## config.mk

```make
export PLATFORM = sky130hd
export DESIGN_NAME = mem_port_arbiter_flat
export DESIGN_NICKNAME = d
export VERILOG_FILES = /design/src/rtl/mem_port_arbiter_if.sv /design/src/rtl/mem_port_arbiter.sv /design/src/flat_wrapper.sv
export SDC_FILE = /design/constraint.sdc
export NUM_CORES = 1
export LEC_CHECK = 0
export BUFFER_PORTS_ARGS = -buffer_cell sky130_fd_sc_hd__buf_2
export CAP_MARGIN = 20
export CORE_AREA = 2 2 120 122
export CTS_CLUSTER_SIZE = 16
export DETAILED_ROUTE_END_ITERATION = 8
export DIE_AREA = 0 0 122 124
export GPL_ROUTABILITY_DRIVEN = 0
export HOLD_SLACK_MARGIN = 0.1
export PLACE_DENSITY = 0.6
export RECOVER_POWER = 100
export SYNTH_ARGS = -nofsm -noshare
export SYNTH_HDL_FRONTEND = slang
export SYNTH_SLANG_ARGS = --single-unit
```

## constraint.sdc

```tcl
create_clock -name clk -period 1.75 [get_ports clk]
set_input_delay 0.175 -clock clk [delete_from_list [all_inputs] [get_ports clk]]
set_output_delay 0.175 -clock clk [all_outputs]
set_load 0.01 [all_outputs]
```

## src/rtl/mem_port_arbiter_if.sv

```systemverilog
// Bundle of the fetch port, LSQ port and shared downstream memory port.
// The arbiter connects through the slave modport; the environment uses master.
interface mem_port_arbiter_if #(
  parameter int width = 32
);
  localparam int be_w = width / 8;

  logic              i_mem_read;
  logic              i_mem_write;
  logic [be_w-1:0]   i_mem_byte_enable;
  logic [width-1:0]  i_mem_address;
  logic [width-1:0]  i_mem_wdata;
  logic              i_mem_resp;
  logic [width-1:0]  i_mem_rdata;

  logic              lsq_mem_read;
  logic              lsq_mem_write;
  logic [be_w-1:0]   lsq_mem_byte_enable;
  logic [width-1:0]  lsq_mem_address;
  logic [width-1:0]  lsq_mem_wdata;
  logic              lsq_mem_resp;
  logic [width-1:0]  lsq_mem_rdata;

  logic              mem_read;
  logic              mem_write;
  logic [be_w-1:0]   mem_byte_enable;
  logic [width-1:0]  mem_address;
  logic [width-1:0]  mem_wdata;
  logic              mem_resp;
  logic [width-1:0]  mem_rdata;

  modport slave (
    input  i_mem_read, i_mem_write, i_mem_byte_enable, i_mem_address, i_mem_wdata,
    output i_mem_resp, i_mem_rdata,
    input  lsq_mem_read, lsq_mem_write, lsq_mem_byte_enable, lsq_mem_address, lsq_mem_wdata,
    output lsq_mem_resp, lsq_mem_rdata,
    output mem_read, mem_write, mem_byte_enable, mem_address, mem_wdata,
    input  mem_resp, mem_rdata
  );

  modport master (
    output i_mem_read, i_mem_write, i_mem_byte_enable, i_mem_address, i_mem_wdata,
    input  i_mem_resp, i_mem_rdata,
    output lsq_mem_read, lsq_mem_write, lsq_mem_byte_enable, lsq_mem_address, lsq_mem_wdata,
    input  lsq_mem_resp, lsq_mem_rdata,
    input  mem_read, mem_write, mem_byte_enable, mem_address, mem_wdata,
    output mem_resp, mem_rdata
  );
endinterface

```

## src/rtl/mem_port_arbiter.sv

```systemverilog
// Round-robin 2:1 arbiter of fetch and LSQ ports onto one memory port.
// One transaction outstanding; downstream request is registered at grant.
module mem_port_arbiter #(
  parameter int width = 32
) (
  input  logic              clk,
  input  logic              rst,
  mem_port_arbiter_if.slave bus
);
  localparam int be_w = width / 8;

  typedef enum logic [1:0] {IDLE, I_BUSY, D_BUSY} state_e;
  typedef enum logic {GRANT_I, GRANT_L} grant_e;

  state_e            state_q, state_d;
  grant_e            last_grant_q, last_grant_d;
  logic              mem_read_q, mem_read_d;
  logic              mem_write_q, mem_write_d;
  logic [be_w-1:0]   mem_be_q, mem_be_d;
  logic [width-1:0]  mem_addr_q, mem_addr_d;
  logic [width-1:0]  mem_wdata_q, mem_wdata_d;

  logic i_req, lsq_req;
  logic grant_i, grant_l, go_idle;

  assign i_req   = bus.i_mem_read | bus.i_mem_write;
  assign lsq_req = bus.lsq_mem_read | bus.lsq_mem_write;

  // NOTE: every signal driven here gets a default first so no latch is inferred.
  always_comb begin
    state_d      = state_q;
    last_grant_d = last_grant_q;
    mem_read_d   = mem_read_q;
    mem_write_d  = mem_write_q;
    mem_be_d     = mem_be_q;
    mem_addr_d   = mem_addr_q;
    mem_wdata_d  = mem_wdata_q;
    grant_i      = 1'b0;
    grant_l      = 1'b0;
    go_idle      = 1'b0;
    bus.i_mem_resp    = 1'b0;
    bus.i_mem_rdata   = '0;
    bus.lsq_mem_resp  = 1'b0;
    bus.lsq_mem_rdata = '0;

    unique case (state_q)
      IDLE: begin
        if (i_req && lsq_req) begin
          if (last_grant_q == GRANT_I) grant_l = 1'b1;
          else                         grant_i = 1'b1;
        end else if (i_req) begin
          grant_i = 1'b1;
        end else if (lsq_req) begin
          grant_l = 1'b1;
        end
      end
      I_BUSY: begin
        if (bus.mem_resp) begin
          bus.i_mem_resp  = 1'b1;
          bus.i_mem_rdata = bus.mem_rdata;
          if (lsq_req) grant_l = 1'b1;
          else         go_idle = 1'b1;
        end
      end
      D_BUSY: begin
        if (bus.mem_resp) begin
          bus.lsq_mem_resp  = 1'b1;
          bus.lsq_mem_rdata = bus.mem_rdata;
          if (i_req) grant_i = 1'b1;
          else       go_idle = 1'b1;
        end
      end
      default: go_idle = 1'b1;
    endcase

    // A simultaneous read+write request is forwarded as a write only.
    if (grant_i) begin
      state_d      = I_BUSY;
      last_grant_d = GRANT_I;
      mem_read_d   = bus.i_mem_read & ~bus.i_mem_write;
      mem_write_d  = bus.i_mem_write;
      mem_be_d     = bus.i_mem_byte_enable;
      mem_addr_d   = bus.i_mem_address;
      mem_wdata_d  = bus.i_mem_wdata;
    end else if (grant_l) begin
      state_d      = D_BUSY;
      last_grant_d = GRANT_L;
      mem_read_d   = bus.lsq_mem_read & ~bus.lsq_mem_write;
      mem_write_d  = bus.lsq_mem_write;
      mem_be_d     = bus.lsq_mem_byte_enable;
      mem_addr_d   = bus.lsq_mem_address;
      mem_wdata_d  = bus.lsq_mem_wdata;
    end else if (go_idle) begin
      state_d     = IDLE;
      mem_read_d  = 1'b0;
      mem_write_d = 1'b0;
    end
  end

  // NOTE: sequential state uses non-blocking assignments only.
  always_ff @(posedge clk) begin
    if (rst) begin
      state_q      <= IDLE;
      last_grant_q <= GRANT_I;
      mem_read_q   <= 1'b0;
      mem_write_q  <= 1'b0;
      mem_be_q     <= '0;
      mem_addr_q   <= '0;
      mem_wdata_q  <= '0;
    end else begin
      state_q      <= state_d;
      last_grant_q <= last_grant_d;
      mem_read_q   <= mem_read_d;
      mem_write_q  <= mem_write_d;
      mem_be_q     <= mem_be_d;
      mem_addr_q   <= mem_addr_d;
      mem_wdata_q  <= mem_wdata_d;
    end
  end

  assign bus.mem_read        = mem_read_q;
  assign bus.mem_write       = mem_write_q;
  assign bus.mem_byte_enable = mem_be_q;
  assign bus.mem_address     = mem_addr_q;
  assign bus.mem_wdata       = mem_wdata_q;
endmodule

```

## src/flat_wrapper.sv

```systemverilog
// flat-port wrapper written by rule: the top's interface ports become plain ports
module mem_port_arbiter_flat 
#(
  parameter int width = 32
)
  (clk, rst, bus_i_mem_read, bus_i_mem_write, bus_i_mem_byte_enable, bus_i_mem_address, bus_i_mem_wdata, bus_i_mem_resp, bus_i_mem_rdata, bus_lsq_mem_read, bus_lsq_mem_write, bus_lsq_mem_byte_enable, bus_lsq_mem_address, bus_lsq_mem_wdata, bus_lsq_mem_resp, bus_lsq_mem_rdata, bus_mem_read, bus_mem_write, bus_mem_byte_enable, bus_mem_address, bus_mem_wdata, bus_mem_resp, bus_mem_rdata);
  mem_port_arbiter_if #(.width(width)) bus_i ();
  input  logic clk;
  input  logic rst;
  input wire logic [$bits(bus_i.i_mem_read)-1:0] bus_i_mem_read;
  input wire logic [$bits(bus_i.i_mem_write)-1:0] bus_i_mem_write;
  input wire logic [$bits(bus_i.i_mem_byte_enable)-1:0] bus_i_mem_byte_enable;
  input wire logic [$bits(bus_i.i_mem_address)-1:0] bus_i_mem_address;
  input wire logic [$bits(bus_i.i_mem_wdata)-1:0] bus_i_mem_wdata;
  output wire logic [$bits(bus_i.i_mem_resp)-1:0] bus_i_mem_resp;
  output wire logic [$bits(bus_i.i_mem_rdata)-1:0] bus_i_mem_rdata;
  input wire logic [$bits(bus_i.lsq_mem_read)-1:0] bus_lsq_mem_read;
  input wire logic [$bits(bus_i.lsq_mem_write)-1:0] bus_lsq_mem_write;
  input wire logic [$bits(bus_i.lsq_mem_byte_enable)-1:0] bus_lsq_mem_byte_enable;
  input wire logic [$bits(bus_i.lsq_mem_address)-1:0] bus_lsq_mem_address;
  input wire logic [$bits(bus_i.lsq_mem_wdata)-1:0] bus_lsq_mem_wdata;
  output wire logic [$bits(bus_i.lsq_mem_resp)-1:0] bus_lsq_mem_resp;
  output wire logic [$bits(bus_i.lsq_mem_rdata)-1:0] bus_lsq_mem_rdata;
  output wire logic [$bits(bus_i.mem_read)-1:0] bus_mem_read;
  output wire logic [$bits(bus_i.mem_write)-1:0] bus_mem_write;
  output wire logic [$bits(bus_i.mem_byte_enable)-1:0] bus_mem_byte_enable;
  output wire logic [$bits(bus_i.mem_address)-1:0] bus_mem_address;
  output wire logic [$bits(bus_i.mem_wdata)-1:0] bus_mem_wdata;
  input wire logic [$bits(bus_i.mem_resp)-1:0] bus_mem_resp;
  input wire logic [$bits(bus_i.mem_rdata)-1:0] bus_mem_rdata;
  assign bus_i.i_mem_read = bus_i_mem_read;
  assign bus_i.i_mem_write = bus_i_mem_write;
  assign bus_i.i_mem_byte_enable = bus_i_mem_byte_enable;
  assign bus_i.i_mem_address = bus_i_mem_address;
  assign bus_i.i_mem_wdata = bus_i_mem_wdata;
  assign bus_i_mem_resp = bus_i.i_mem_resp;
  assign bus_i_mem_rdata = bus_i.i_mem_rdata;
  assign bus_i.lsq_mem_read = bus_lsq_mem_read;
  assign bus_i.lsq_mem_write = bus_lsq_mem_write;
  assign bus_i.lsq_mem_byte_enable = bus_lsq_mem_byte_enable;
  assign bus_i.lsq_mem_address = bus_lsq_mem_address;
  assign bus_i.lsq_mem_wdata = bus_lsq_mem_wdata;
  assign bus_lsq_mem_resp = bus_i.lsq_mem_resp;
  assign bus_lsq_mem_rdata = bus_i.lsq_mem_rdata;
  assign bus_mem_read = bus_i.mem_read;
  assign bus_mem_write = bus_i.mem_write;
  assign bus_mem_byte_enable = bus_i.mem_byte_enable;
  assign bus_mem_address = bus_i.mem_address;
  assign bus_mem_wdata = bus_i.mem_wdata;
  assign bus_i.mem_resp = bus_mem_resp;
  assign bus_i.mem_rdata = bus_mem_rdata;
  mem_port_arbiter #(.width(width)) u_core (.clk(clk), .rst(rst), .bus(bus_i));
endmodule
```

Word level (Yosys, flattened, before mapping). Index checks and enable logic that the tools add are counted.

Equality and inequality tests: 2. Mux-type cells: 36. Bitwise operators: 6. Reductions and logical operators: 6.

Operators by type and width (count): 32-bit 2-to-1 mux (7); 1-bit 2-to-1 mux (22); 4-bit 2-to-1 mux (2); 2-bit 2-to-1 mux (2); 1-bit one-hot mux with 2 select lines (2); 2-bit nonzero test (2); 1-bit one-hot mux with 3 select lines (1); 3-bit nonzero test (1); 1-bit AND (2); 2-bit by 1-bit == test with 1-bit output, second input constant (1); 2-bit == test, second input constant (1); 2-bit logical NOT (1); 1-bit NOT (2); 1-bit bitwise OR (2); 2-bit OR reduction (1); 1-bit logical AND (1).

Flip-flop bits (word level): 73. Input bits: 175. Output and inout bits: 136. Word-level logic and storage cells: 58.

Depth between registers and ports, before layout.
Depth after elaboration: 7. Mapped depth: 10. Depth with buffers taken out: 6.

Worst setup path before layout. No wires, ideal clock.

Path kind: reg2reg. From: register u_core.state_q[0]. To: register u_core.mem_addr_q[10], in the netlist u_core.bus.mem_address[10]. Library setup time: 0.091 ns. Data arrival time: 1.824 ns. Required time: 1.659 ns. Path slack: -0.165 ns. Cell stages (with the launch flop): 11. Path buffers: 4. Clock period less this slack: 1.915 ns. Cells stage by stage: dfxtp_1 > inv_1 > ha_1 > buf_2 > a22oi_2 > a21o_1 > buf_2 > buf_4 > buf_2 > nand2_1 > a311oi_1.

Word-level cells in the longest chain between the ends: 3. Elaborated cells between the ends (all ways): 7. Those cells by class: 2 x eq/ne; 3 x mux; 2 x reduce/logical.

RTL lines: from (decl) (RTL line mem_port_arbiter.sv:15) `state_e state_q, state_d;`; from (signal assigned) (RTL line mem_port_arbiter.sv:111) `state_q <= state_d;`; 2-bit == test, or another cell as far along (RTL line mem_port_arbiter.sv:46) `unique case (state_q)`; 1-bit one-hot mux with 2 select lines (RTL line mem_port_arbiter.sv:46); 32-bit 2-to-1 mux / 2-bit nonzero test (equally long branches); to (signal assigned) (RTL line mem_port_arbiter.sv:116) `mem_addr_q <= mem_addr_d;`; to (decl) (RTL line mem_port_arbiter.sv:20) `logic [width-1:0] mem_addr_q, mem_addr_d;`.

Parallel ways exist; a longest one is shown, timed or not. A chain may end at the register's enable or synchronous reset.

Final worst setup path.
From: register u_core.state_q[0]. To: register u_core.mem_wdata_q[12], in the netlist u_core.bus.mem_wdata[12].

Word-level cells in the longest chain between the ends: 3. Elaborated cells between the ends (all ways): 7. Those cells by class: 2 x eq/ne; 3 x mux; 2 x reduce/logical.

RTL lines: 2-bit == test, or another cell as far along (RTL line mem_port_arbiter.sv:46); 1-bit one-hot mux with 2 select lines (RTL line mem_port_arbiter.sv:46); 32-bit 2-to-1 mux / 2-bit nonzero test (equally long branches); to (signal assigned) (RTL line mem_port_arbiter.sv:117) `mem_wdata_q <= mem_wdata_d;`; to (decl) (RTL line mem_port_arbiter.sv:21) `logic [width-1:0] mem_wdata_q, mem_wdata_d;`.

Parallel ways exist; a longest one is shown, timed or not.

==> impl_results.md <==
- Fmax: 529 MHz
- GRT Util Overall: 21.3%
- RSZ-0062 raised after global routing: yes
- Clock sink count: 73
- Final worst-path cycle share: 108%
- Vias per cell: 4.89
- Die width: about 120 um
- #FFs+latches synth: 73
- Post-synthesis sequential area ratio: about two fifths
- Top-count cell post-synth: nand2_1
- CTS root buf: clkbuf_16
- Port bufs: a little over 300
- Number of synthesis warnings: 0
- Setup WS post-layout: -0.139 ns
- Status: complete, but fails checks
- Worst Skew: 0.00481 ns
- Antenna-violating nets left: 0
- Die extent in y: 124 um
- Synth Instances: 512
- Vias in the first global route: a little over 5000
- Synth cell types: 32
- EDFF count, synth: 0
- Fin. max-slew vios: 0
- Post-Syn Area per Cell: 7.38 um^2
- Setup violators final: 72
- CP Buf/Inv Count: 3
- Hold Path Class: in2reg
- Slowest CP cell: or3b_4
- CP delay by family, top: simple AND/OR/NAND/NOR gates
- Placed instance area: 0.00564 mm^2
- Final wirelength: 18000 um
- TritonCTS Buffers: 9
- Cell area power density: 1660 mW/mm^2
- Crit-path max cell delay: roughly 0.39 ns
- CP startpoint kind: register
- IO Pins: approximately 310
- Max clock buf depth: 2
- Rows: 43
- Measured slew at the worst slew-check pin: about 0.54 ns
- Synth Cell Area: 0.00378 mm^2
- Wirelength per Cell: ~16 um
- Ys flop type: dfxtp_1
- First-pass GRT wire length: 25400 um
- Reg2Reg Depth: 8
- Ys async rst share: 0%
- H-tree Lvls: 3
- Synth area leaders: dfxtp_1 39%, a311oi_1 16%, nand2_1 14%
- Worst EP arrival: between 2 and 2.5 ns
- Max FO, Critical Path: 20
- Pre-Repair DR Iteration Count: 4
- Worst path cell trace: inv_2 > ha_4 > or3b_4 > buf_4 > a21o_4 > buf_12 > nand2_1 > a311oi_2
- CTS tree: done
- Crit end category: register
- P&R area growth vs syn: 98.7%
- Syn nets: 690
- Pin count of the biggest net entering global routing: 46
- Initial core utilization: 27.5%
- Core area: 0.0137 mm^2
- Hold Path Depth: 3
- Initial antenna violation count: 0
- Max_cap viols: 0
- Leading area contributor after synthesis: dfxtp_1
- Final Instance Area: 0.00750 mm^2
- Crit path required time: 1.95 ns
- Worst-skew pair later-pin latency: between 0.3 and 0.4 ns
- Post-synth top cells: 141 x nand2_1, 73 x dfxtp_1, 71 x nor2_1
- Fin. Hold Viols: 0
- Layout Nets: between 1000 and 1500
- Die area: 0.0151 mm^2
- Initial DRC count: 285
- GRT overflow: 0
- DP HPWL: 10600 um
- Vias: 5364
- CP Class: reg2reg
- Clock slew at reported path FFs: 0.06 ns
- ANT cells: 0
- Leak: 0.00376 uW
- Share of the synthesized area in the top cell type: 38.7%
- DRC Markers: 0
- Failing checks: negative setup slack
- Fin crit period: 1.89 ns
- Cell count along the critical path: 8
- Slew HR: between 60% and 70%
- Worst VDD drop: 0.000682 V
- Ratio of cells with drive above 1 in the final layout: 43.1%
- Hold_ws: 0.109 ns
worst register-to-register path: cells and delay by family, from the launching register on:
family / cells / cell delay, ns
buffers and inverters: 3 / 0.41
AOI/OAI and AO/OA: 2 / 0.37
adders and majority gates: 1 / 0.14
and+or+nand+nor: 2 / 0.51
DFF: 1 / 0.32
what timing repair did:
| item | 4_1_cts | 5_1_grt |
|---|---|---|
| hold buffers | 84 | 0 |
| gates resized for setup | 21 | 86 |
| hold endpoints to repair | 51 | 0 |
| setup buffers | 8 | 3 |
| pin swaps | 15 | 68 |
| gates cloned | 7 | 7 |
| setup endpoints to repair | 98 | 111 |
worst paths after layout:
| kind | from | endpoint | slack [ns] |
|---|---|---|---|
| min reg2reg | u_core.bus.mem_address[14] | u_core.bus.mem_address[14] | 0.50 |
| min | bus_i_mem_address[14] | u_core.bus.mem_address[14] | 0.11 |
| max reg2reg | u_core.state_q[0] | u_core.bus.mem_wdata[12] | -0.14 |
| max | u_core.state_q[0] | u_core.bus.mem_wdata[12] | -0.14 |
flip-flops by register name, summed over array words and instances, names as in the netlist:
register / cells
u_core.bus.mem_byte_enable: 4
u_core.bus.mem_wdata: 32
u_core.state_q: 2
u_core.last_grant_q: 1
u_core.bus.mem_address: 32
u_core.bus.mem_read: 1
u_core.bus.mem_write: 1
report_power, final:
group / total, uW / internal, uW / leakage [uW] / switching, uW
clock network: 1650 / 937 / 0.000124 / 714
registers: 2900 / 2490 / 0.000608 / 410
logic: 7880 / 3570 / 0.00303 / 4310
total: 12400 / 7000 / 0.00376 / 5430
final cells by class:
type	instances	area [um^2]
clock buffer	10	229
inverter	8	30.0
tap	180	225
fill	1299	6210
clock inverter	4	22.5
sequential	73	1460
multi-input combinational	379	2470
timing repair buffer	443	3060
through the flow:
step / worst slack (ns) / TNS, ns / util (%) / total power, uW / instances
after global placement: -0.0646 / -2.74 / 41.1 / 8470 / 974
final: -0.139 / -6.33 / 54.7 / 12400 / 1097
after floorplan: 0.00187 / 0 / - / 6350 / 512
after CTS: -0.128 / -6.53 / 51.2 / 11300 / 1087
after detailed placement: -0.156 / -6.10 / 41.1 / 8530 / 974
after global routing: -0.207 / -12.32 / 54.7 / 13300 / 1097
cells by family after synthesis:
group / after synthesis / synth area share [%]
AO/OA/AOI/OAI: 87 / 19.7
adder cells (fa/ha/maj): 3 / 0.994
buffers and inverters: 60 / 6.59
flip-flops: 73 / 38.7
AND/OR/NAND/NOR: 289 / 34.0
layer usage:
metal	routed length (um)	GRT usage [%]	vias to the layer above
li1	-	-	2620
met1	6960	23.7	2464
met2	9270	39.2	240
met3	1230	4.21	40
met4	508	9.34	0
met5	0	0	-
cells in the final DEF, fill, tap and decap left out, types with 4 or more instances in the layout:
master	n
and3_1	64
nand2_2	37
dfxtp_1	71
nand2_1	100
a311oi_1	36
a311oi_2	32
buf_4	21
clkbuf_16	16
buf_2	240
buf_16	6
nor2_1	71
inv_1	6
clkbuf_1	71
nand2_4	4
buf_12	9
dlygate4sd3_1	84
No activity file was read; power rests on OpenSTA's default activity.
